## src/rtl/glyph_pkg.sv

```systemverilog
// Shared types and constants for the glyph blitter: FSM state encoding,
// default geometry, and the helpers that turn geometry into the derived
// text-grid limits and address line step.
package glyph_pkg;

    typedef enum logic [1:0] {
        ST_IDLE  = 2'd0,
        ST_FETCH = 2'd1,
        ST_DRAW  = 2'd2
    } state_t;

    localparam int unsigned DEF_SCREEN_W = 640;
    localparam int unsigned DEF_SCREEN_H = 480;
    localparam int unsigned DEF_CHAR_W   = 20;
    localparam int unsigned DEF_CHAR_H   = 30;
    localparam int unsigned DEF_ORIGIN_Y = 270;

    function automatic int unsigned max_cols(input int unsigned sw, input int unsigned cw);
        return sw / cw;
    endfunction

    function automatic int unsigned max_rows(input int unsigned sh, input int unsigned oy,
                                             input int unsigned ch);
        return (sh - oy) / ch;
    endfunction

    function automatic int unsigned line_step(input int unsigned sw, input int unsigned cw);
        return sw - cw + 1;
    endfunction

    localparam int unsigned MAX_COLS  = max_cols(DEF_SCREEN_W, DEF_CHAR_W);
    localparam int unsigned MAX_ROWS  = max_rows(DEF_SCREEN_H, DEF_ORIGIN_Y, DEF_CHAR_H);
    localparam int unsigned CELL_PIX  = DEF_CHAR_W * DEF_CHAR_H;
    localparam int unsigned LINE_STEP = line_step(DEF_SCREEN_W, DEF_CHAR_W);

endpackage

```

## src/rtl/glyph_blitter_if.sv

```systemverilog
// Request, glyph ROM and framebuffer write signals of the glyph blitter.
// master = front end / ROM / framebuffer side, slave = the blitter.
interface glyph_blitter_if #(
    parameter int unsigned ADDR_W     = 19,
    parameter int unsigned COLOR_W    = 3,
    parameter int unsigned CODE_W     = 8,
    parameter int unsigned GLYPH_BITS = 600
);
    logic                  req_valid;
    logic                  req_ready;
    logic [7:0]            req_row;
    logic [7:0]            req_col;
    logic [CODE_W-1:0]     req_char;
    logic [COLOR_W-1:0]    req_fg;
    logic [COLOR_W-1:0]    req_bg;
    logic                  req_clear;
    logic                  req_err;
    logic                  done;
    logic [CODE_W-1:0]     glyph_addr;
    logic [GLYPH_BITS-1:0] glyph_bits;
    logic [ADDR_W-1:0]     mem_waddr;
    logic [COLOR_W-1:0]    mem_wdata;
    logic                  mem_wenable;

    modport master (
        output req_valid, req_row, req_col, req_char, req_fg, req_bg, req_clear, glyph_bits,
        input  req_ready, req_err, done, glyph_addr, mem_waddr, mem_wdata, mem_wenable
    );

    modport slave (
        input  req_valid, req_row, req_col, req_char, req_fg, req_bg, req_clear, glyph_bits,
        output req_ready, req_err, done, glyph_addr, mem_waddr, mem_wdata, mem_wenable
    );
endinterface

```

## src/rtl/glyph_addr_gen.sv

```systemverilog
// Cell address generator: loads the cell base address, then walks the cell
// in raster order one pixel per step, flagging the final pixel of the cell.
module glyph_addr_gen import glyph_pkg::*; #(
    parameter int unsigned ADDR_W   = 19,
    parameter int unsigned SCREEN_W = DEF_SCREEN_W,
    parameter int unsigned CHAR_W   = DEF_CHAR_W,
    parameter int unsigned CHAR_H   = DEF_CHAR_H
) (
    input  logic              clk_i,
    input  logic              rst_i,
    input  logic              load_i,
    input  logic [ADDR_W-1:0] base_i,
    input  logic              step_i,
    output logic [ADDR_W-1:0] addr_o,
    output logic              cell_end_o
);
    localparam int unsigned XW = (CHAR_W > 1) ? $clog2(CHAR_W) : 1;
    localparam int unsigned YW = (CHAR_H > 1) ? $clog2(CHAR_H) : 1;
    localparam logic [ADDR_W-1:0] STEP_LINE = ADDR_W'(line_step(SCREEN_W, CHAR_W));

    logic [XW-1:0]     x_q;
    logic [YW-1:0]     y_q;
    logic [ADDR_W-1:0] addr_q;
    logic              line_end;

    assign line_end   = (x_q == XW'(CHAR_W - 1));
    assign cell_end_o = line_end && (y_q == YW'(CHAR_H - 1));
    assign addr_o     = addr_q;

    // Position/address register: +1 within a line, jump to next line start at line end.
    always_ff @(posedge clk_i or posedge rst_i) begin
        if (rst_i) begin
            x_q    <= '0;
            y_q    <= '0;
            addr_q <= '0;
        end else if (load_i) begin
            x_q    <= '0;
            y_q    <= '0;
            addr_q <= base_i;
        end else if (step_i) begin
            if (line_end) begin
                x_q    <= '0;
                y_q    <= y_q + 1'b1;
                addr_q <= addr_q + STEP_LINE;
            end else begin
                x_q    <= x_q + 1'b1;
                addr_q <= addr_q + 1'b1;
            end
        end
    end
endmodule

```

## src/rtl/glyph_blitter.sv

```systemverilog
// Glyph blitter: accepts one character-cell request, fetches its bitmap from
// the external glyph ROM and writes the cell into the framebuffer one pixel
// per clock. Optional macro TRANSPARENT_BG_EN: clear glyph bits are skipped
// (no write strobe) unless the request is a clear-cell fill.
module glyph_blitter import glyph_pkg::*; #(
    parameter int unsigned SCREEN_W = DEF_SCREEN_W,
    parameter int unsigned SCREEN_H = DEF_SCREEN_H,
    parameter int unsigned CHAR_W   = DEF_CHAR_W,
    parameter int unsigned CHAR_H   = DEF_CHAR_H,
    parameter int unsigned ORIGIN_Y = DEF_ORIGIN_Y,
    parameter int unsigned ADDR_W   = 19,
    parameter int unsigned COLOR_W  = 3,
    parameter int unsigned CODE_W   = 8
) (
    input  logic           clock,
    input  logic           reset,
    glyph_blitter_if.slave bus
);
    localparam int unsigned PIX = CHAR_W * CHAR_H;
    localparam int unsigned BW  = ADDR_W + 4;
    localparam logic [7:0] MAX_COLS_C = 8'(max_cols(SCREEN_W, CHAR_W));
    localparam logic [7:0] MAX_ROWS_C = 8'(max_rows(SCREEN_H, ORIGIN_Y, CHAR_H));

    state_t             state_q, state_d;
    logic               cap_q;
    logic               err_q, err_d;
    logic               done_q, done_d;
    logic [CODE_W-1:0]  glyph_addr_q;
    logic [7:0]         row_q, col_q;
    logic [COLOR_W-1:0] fg_q, bg_q;
    logic               clear_q;
    logic [PIX-1:0]     shift_q;

    logic               accept, in_range;
    logic               load, step, draw_pix, cell_end;
    logic [ADDR_W-1:0]  base, addr;

    assign accept   = bus.req_valid && (state_q == ST_IDLE);
    assign in_range = (bus.req_col < MAX_COLS_C) && (bus.req_row < MAX_ROWS_C);
    assign base     = ADDR_W'((BW'(ORIGIN_Y) + BW'(row_q) * BW'(CHAR_H)) * BW'(SCREEN_W)
                              + BW'(col_q) * BW'(CHAR_W));

    glyph_addr_gen #(
        .ADDR_W  (ADDR_W),
        .SCREEN_W(SCREEN_W),
        .CHAR_W  (CHAR_W),
        .CHAR_H  (CHAR_H)
    ) u_addr_gen (
        .clk_i     (clock),
        .rst_i     (reset),
        .load_i    (load),
        .base_i    (base),
        .step_i    (step),
        .addr_o    (addr),
        .cell_end_o(cell_end)
    );

    // State register.
    always_ff @(posedge clock or posedge reset) begin
        if (reset) state_q <= ST_IDLE;
        else       state_q <= state_d;
    end

    // Next state and per-cycle controls; the first DRAW cycle waits for ROM capture.
    always_comb begin
        state_d  = state_q;
        load     = 1'b0;
        step     = 1'b0;
        draw_pix = 1'b0;
        err_d    = 1'b0;
        done_d   = 1'b0;
        case (state_q)
            ST_IDLE: begin
                if (accept) begin
                    if (in_range) state_d = ST_FETCH;
                    else          err_d   = 1'b1;
                end
            end
            ST_FETCH: begin
                load    = 1'b1;
                state_d = ST_DRAW;
            end
            ST_DRAW: begin
                if (!cap_q) begin
                    draw_pix = 1'b1;
                    step     = 1'b1;
                    if (cell_end) begin
                        done_d  = 1'b1;
                        state_d = ST_IDLE;
                    end
                end
            end
            default: state_d = ST_IDLE;
        endcase
    end

    // Request latch, glyph shift register and pulse outputs.
    always_ff @(posedge clock or posedge reset) begin
        if (reset) begin
            cap_q        <= 1'b0;
            err_q        <= 1'b0;
            done_q       <= 1'b0;
            glyph_addr_q <= '0;
            row_q        <= '0;
            col_q        <= '0;
            fg_q         <= '0;
            bg_q         <= '0;
            clear_q      <= 1'b0;
            shift_q      <= '0;
        end else begin
            cap_q  <= load;
            err_q  <= err_d;
            done_q <= done_d;
            if (accept) begin
                glyph_addr_q <= bus.req_char;
                row_q        <= bus.req_row;
                col_q        <= bus.req_col;
                fg_q         <= bus.req_fg;
                bg_q         <= bus.req_bg;
                clear_q      <= bus.req_clear;
            end
            if (cap_q)     shift_q <= bus.glyph_bits;
            else if (step) shift_q <= shift_q >> 1;
        end
    end

    assign bus.req_ready  = (state_q == ST_IDLE);
    assign bus.req_err    = err_q;
    assign bus.done       = done_q;
    assign bus.glyph_addr = glyph_addr_q;
    assign bus.mem_waddr  = addr;
    assign bus.mem_wdata  = (clear_q || !shift_q[0]) ? bg_q : fg_q;
`ifdef TRANSPARENT_BG_EN
    assign bus.mem_wenable = draw_pix && (clear_q || shift_q[0]);
`else
    assign bus.mem_wenable = draw_pix;
`endif
endmodule
```

## src/flat_wrapper.sv

```systemverilog
// flat-port wrapper written by rule: the top's interface ports become plain ports
module glyph_blitter_flat import glyph_pkg::*;
#(
    parameter int unsigned SCREEN_W = DEF_SCREEN_W,
    parameter int unsigned SCREEN_H = DEF_SCREEN_H,
    parameter int unsigned CHAR_W   = DEF_CHAR_W,
    parameter int unsigned CHAR_H   = DEF_CHAR_H,
    parameter int unsigned ORIGIN_Y = DEF_ORIGIN_Y,
    parameter int unsigned ADDR_W   = 19,
    parameter int unsigned COLOR_W  = 3,
    parameter int unsigned CODE_W   = 8
)
  (clock, reset, bus_req_valid, bus_req_row, bus_req_col, bus_req_char, bus_req_fg, bus_req_bg, bus_req_clear, bus_glyph_bits, bus_req_ready, bus_req_err, bus_done, bus_glyph_addr, bus_mem_waddr, bus_mem_wdata, bus_mem_wenable);
  glyph_blitter_if #(.ADDR_W(ADDR_W), .COLOR_W(COLOR_W), .CODE_W(CODE_W)) bus_i ();
  input  logic clock;
  input  logic reset;
  input wire logic [$bits(bus_i.req_valid)-1:0] bus_req_valid;
  input wire logic [$bits(bus_i.req_row)-1:0] bus_req_row;
  input wire logic [$bits(bus_i.req_col)-1:0] bus_req_col;
  input wire logic [$bits(bus_i.req_char)-1:0] bus_req_char;
  input wire logic [$bits(bus_i.req_fg)-1:0] bus_req_fg;
  input wire logic [$bits(bus_i.req_bg)-1:0] bus_req_bg;
  input wire logic [$bits(bus_i.req_clear)-1:0] bus_req_clear;
  input wire logic [$bits(bus_i.glyph_bits)-1:0] bus_glyph_bits;
  output wire logic [$bits(bus_i.req_ready)-1:0] bus_req_ready;
  output wire logic [$bits(bus_i.req_err)-1:0] bus_req_err;
  output wire logic [$bits(bus_i.done)-1:0] bus_done;
  output wire logic [$bits(bus_i.glyph_addr)-1:0] bus_glyph_addr;
  output wire logic [$bits(bus_i.mem_waddr)-1:0] bus_mem_waddr;
  output wire logic [$bits(bus_i.mem_wdata)-1:0] bus_mem_wdata;
  output wire logic [$bits(bus_i.mem_wenable)-1:0] bus_mem_wenable;
  assign bus_i.req_valid = bus_req_valid;
  assign bus_i.req_row = bus_req_row;
  assign bus_i.req_col = bus_req_col;
  assign bus_i.req_char = bus_req_char;
  assign bus_i.req_fg = bus_req_fg;
  assign bus_i.req_bg = bus_req_bg;
  assign bus_i.req_clear = bus_req_clear;
  assign bus_i.glyph_bits = bus_glyph_bits;
  assign bus_req_ready = bus_i.req_ready;
  assign bus_req_err = bus_i.req_err;
  assign bus_done = bus_i.done;
  assign bus_glyph_addr = bus_i.glyph_addr;
  assign bus_mem_waddr = bus_i.mem_waddr;
  assign bus_mem_wdata = bus_i.mem_wdata;
  assign bus_mem_wenable = bus_i.mem_wenable;
  glyph_blitter #(.SCREEN_W(SCREEN_W), .SCREEN_H(SCREEN_H), .CHAR_W(CHAR_W), .CHAR_H(CHAR_H), .ORIGIN_Y(ORIGIN_Y), .ADDR_W(ADDR_W), .COLOR_W(COLOR_W), .CODE_W(CODE_W)) u_core (.clock(clock), .reset(reset), .bus(bus_i));
endmodule
```

## config.mk

```make
export PLATFORM = sky130hd
export DESIGN_NAME = glyph_blitter_flat
export DESIGN_NICKNAME = d
export VERILOG_FILES = /design/src/rtl/glyph_pkg.sv /design/src/rtl/glyph_blitter_if.sv /design/src/rtl/glyph_addr_gen.sv /design/src/rtl/glyph_blitter.sv /design/src/flat_wrapper.sv
export SDC_FILE = /design/constraint.sdc
export NUM_CORES = 2
export LEC_CHECK = 0
export ABC_AREA = 0
export CORE_UTILIZATION = 25
export CTS_CLUSTER_SIZE = 28
export DETAILED_ROUTE_END_ITERATION = 16
export PLACE_DENSITY = 0.45
export SLEW_MARGIN = 20
export SYNTH_ARGS = -nofsm -noshare
export SYNTH_HDL_FRONTEND = slang
export SYNTH_SLANG_ARGS = --single-unit
```

## constraint.sdc

```tcl
create_clock -name clock -period 57.3 [get_ports clock]
set_clock_uncertainty 0.05 [all_clocks]
set_input_delay 5.73 -clock clock [delete_from_list [all_inputs] [get_ports clock]]
set_output_delay 5.73 -clock clock [all_outputs]
set_load 0.01 [all_outputs]
```

==> impl.org <==
** Run status
- Run status :: completed

** Timing
- Worst Tran Pin Value :: 1060 ps
- Final TNS setup :: 0 ps
- Setup repair after global routing left no endpoint under its margin.
- Subtracting the final worst setup slack from the clock period gives approximately 9300 ps.
- Count of endpoints failing hold in the final timing report :: 0
- Upper clock frequency limit :: 108 MHz
- Worst slew slack as a fraction of its limit :: approximately 29%
- Pins over their slew limit :: 0
- Setup violations remaining at the end of the flow were counted as 0.
- Final hold slack :: 426 ps
- Worst Slack Setup Final :: 48000 ps
- The final critical path takes up 16.2% of the cycle.

** Critical path
- Buffers plus inverters on the worst setup path :: 6
- STA puts the critical path data required time at 57950 ps.
- Setup crit end :: u_core.cap_q
- Arrival time of data at the critical path endpoint :: 9950 ps
- On the worst path, the slowest cell contributes a delay of about 840 ps.
- Cell with the largest stage delay on the worst path :: sky130_fd_sc_hd__buf_4
- Launch point of the critical path :: reset
- Critical path cell sequence :: clkdlybuf4s50_1, inv_8, buf_4, buf_4, buf_4, buf_4
- In this run the critical register-to-register path is launched from u_core.cap_q.
- The worst register-to-register path has a depth of 8.
- Top fanout value on the critical path :: between 100 and 150
- Crit. path cell count :: 6
- The most numerous cell type found on the critical path is sky130_fd_sc_hd__buf_4.
- Category of the worst setup path launch point :: primary input
- End of the worst register-to-register path :: u_core.shift_q[332]
- Setup Crit Path Kind :: in -> async
- Broken down by cell family, the worst path's largest delay share belongs to buffers and inverters.
- Setup slack on the worst reg-to-reg path comes out at 50940 ps.
- Critical path capture point type :: async pin

** Global route
- Maximum number of pins on one net before global-route repair :: 132
- Summed over all layers, the global routing overflow is 0.
- The via count of the first global-routing pass is 24400.
- First-pass GRT wire length :: 150000 um
- Across every metal layer, demand over resource in global routing totals roughly 15%.
- The number of antenna violations at the first check in global routing came to 68.

** Die
- The floorplan has between 100 and 150 rows.
- The core region is approximately 130000 sq um.
- From left edge to right edge, the die measures 360 um.
- Pin placement for this block handled approximately 670 I/O pins.
- Initial core utilization :: about 25%
- The floorplan step set the die height to 360 um.
- The floorplan step defined a die boundary enclosing 129000 sq um.

** Clocking
- Clock transition at the register clock pins on the worst setup and hold paths after CTS :: 60 ps
- Clock root cell :: sky130_fd_sc_hd__clkbuf_16
- Clk sinks :: 665
- Post-CTS timing repair inserted 0 buffers for setup.
- Clk_lat worst skew :: 660 ps
- Maximum level of the CTS H-tree :: 3
- CTS buffer count :: 87
- Quantity of hold-fixing buffers added after cts :: 0
- In this run, post-CTS repair resized a total of 0 instances.
- Maximum buffer depth of the clock tree :: 3
- Clock tree from TritonCTS :: done

** Placement
- Estimated wirelength of the detail-placed design :: around 69000 um
- Routability-driven placement congestion ratio :: around 0.78
- In this run, placement finished with an instance count of 5289.
- Buffers added on ports :: ~670
- OpenSTA, run right after detailed placement, puts the worst setup slack at 46980 ps.
- The placed instances occupy a cell area of a little over 40000 sq um.

** Layout
- Leaving out fill and tap cells, the most frequent cell in the layout is sky130_fd_sc_hd__clkdlybuf4s50_1.
- The area growth from synthesis to layout is 34.7%.
- After routing the design area is 43100 sq um.
- Leaving out fill and tap cells, the most frequent cells in the layout are sky130_fd_sc_hd__clkdlybuf4s50_1, sky130_fd_sc_hd__dfrtp_1, sky130_fd_sc_hd__nor2_1, sky130_fd_sc_hd__a21oi_1, sky130_fd_sc_hd__mux2i_1.
- Post-layout net count :: 4433
- In the final layout, flip-flops and latches occupy 16600 sq um.
- Number of fill cells :: between 10000 and 15000
- Area used by multi-input combinational logic :: 14400 sq um
- Layout Cells excl Fill :: 5461
- Proportion of layout cells with a drive suffix above 1 :: just under 5%

** Synthesis
- During synthesis, Yosys emitted a total of 0 warnings.
- The mapped netlist covers 32000 sq um.
- Main synth FF type :: sky130_fd_sc_hd__dfrtp_1
- The number of different library cells used by synthesis comes to 57.
- Gate count of the mapped netlist :: ~3200
- Proportion of synthesized flip-flops having asynchronous set or reset :: 100%
- Register bit count reported by yosys :: between 600 and 700
- Each instance of the synthesized netlist takes up on average between 10 and 15 sq um.
- EDFF count, synth :: 0
- When the netlist entered floorplanning its net count stood at 3860.
- Part of the Yosys area used for sequential elements :: 52.0%

** Detailed routing
- After detailed routing, the number of vias per cell comes to between 4 and 5.
- The first detailed-routing pass took 6 iterations.
- In this run the remaining antenna-violating nets after routing total 0.
- After detailed routing, the average wire length per cell comes to approximately 18 um.
- Post-route DRC :: 0
- Vias after detailed routing :: 24000
- DRC violation total after the first TritonRoute iteration :: 1159
- Wires add up to 98000 um.

** Pwr
- Summed over all cells, the static leakage comes to 0.0152 uW.
- Power density over cell area :: 34.0 nW/um^2
- The worst-case IR drop observed on VDD is 0.0504 mV.

** Min path
- Worst hold path startpoint :: u_core.bg_q[2]
- Along the worst hold path, the cell count comes to 2.
- Type of the tightest min-delay check :: reg -> reg

** Job
- The tool flagged a number of max-cap violations equal to 0.
logic make-up (layout without fill, tap and decap cells):
group	after synthesis	count (layout)	share of synthesized area, %
fa+ha+maj	71	71	3.15
buf+inv	256	896	3.03
flops	665	665	52.0
xor+xnor	52	52	1.47
other cells	0	16	0
simple gates	803	803	9.97
mux	609	609	19.1
compound gates	699	699	11.3
Yosys cell counts (all sizes together), types with 3 or more instances:
| library cell | count | share of area [%] |
|---|---|---|
| o21ai | 36 | 0.56 |
| fa | 16 | 1.0 |
| nand2 | 109 | 1.3 |
| a31oi | 6 | 0.12 |
| nand3 | 13 | 0.20 |
| o21bai | 4 | 0.094 |
| mux2 | 3 | 0.11 |
| nand2b | 5 | 0.098 |
| mux2i | 606 | 19 |
| ha | 55 | 2.1 |
| nor2 | 628 | 7.4 |
| or4 | 3 | 0.082 |
| o211ai | 3 | 0.070 |
| xor2 | 17 | 0.47 |
| dfrtp | 665 | 52 |
| buf | 6 | 0.070 |
| a21o | 7 | 0.16 |
| nor2b | 5 | 0.12 |
| xnor2 | 34 | 0.93 |
| nand4 | 5 | 0.098 |
| clkbuf | 207 | 2.5 |
| nor3 | 13 | 0.20 |
| and3 | 4 | 0.078 |
| nor3b | 5 | 0.12 |
| inv | 43 | 0.50 |
| a21oi | 625 | 9.8 |
worst reg2reg max path, delay by kind of cell, from the launching register on:
family	cells	cell delay, ps
buffers and inverters	5	4250
AND/OR/NAND/NOR	2	840
AO/OA/AOI/OAI	1	150
flip-flops	1	1000
flip-flops by register name, summed over array words and instances, names as in the netlist:
name / count
u_core.shift_q: 600
u_core.u_addr_gen.addr_o: 19
u_core.bus.glyph_addr: 8
u_core.col_q: 8
u_core.row_q: 8
u_core.u_addr_gen.x_q: 5
u_core.u_addr_gen.y_q: 5
u_core.bg_q: 3
u_core.fg_q: 3
u_core.state_q: 2
u_core.bus.done: 1
u_core.bus.req_err: 1
u_core.cap_q: 1
u_core.clear_q: 1
layer usage:
metal  share of wire, %  wire length, um  vias to the layer above  track usage [%]
met1                 42            41200                    11100             18.1
met5               0.63              621                        -                0
met4                2.5             2450                       98             4.80
met3                7.8             7600                      215             5.67
met2                 47            46100                      509             24.3
li1                   -                -                    12100                -
layout make-up:
| cell class | count | share of cell area (%) |
|---|---|---|
| clock buffer | 132 | 5.97 |
| sequential | 665 | 38.6 |
| inverter | 43 | 0.392 |
| tap | 1650 | 4.79 |
| timing repair buffer | 697 | 16.1 |
| clock inverter | 24 | 0.670 |
| antenna | 16 | 0.0928 |
| multi-input combinational | 2234 | 33.4 |
power breakdown:
| part | internal [uW] | switching, uW |
|---|---|---|
| Clock | 321 | 224 |
| Sequential | 480 | 9.89 |
| Combinational | 207 | 226 |
| Total | 1010 | 459 |
stage by stage:
step / utilization [%] / total power [uW]
after floorplan: - / 807
after global placement: 31.8 / 938
after detailed placement: 31.8 / 938
after CTS: 34.1 / 1500
after global routing: 34.1 / 1560
final: 34.1 / 1470
worst min path at each step:
stage	end	slack, ps
2_1_floorplan	u_core.fg_q[0]	390
3_3_place_gp	u_core.bg_q[1]	410
3_5_place_dp	u_core.fg_q[0]	410
4_1_cts	u_core.bg_q[2]	430
5_1_grt	u_core.bus.glyph_addr[6]	450
6_report	u_core.bg_q[2]	430
Power figures use the tool's default switching activity.
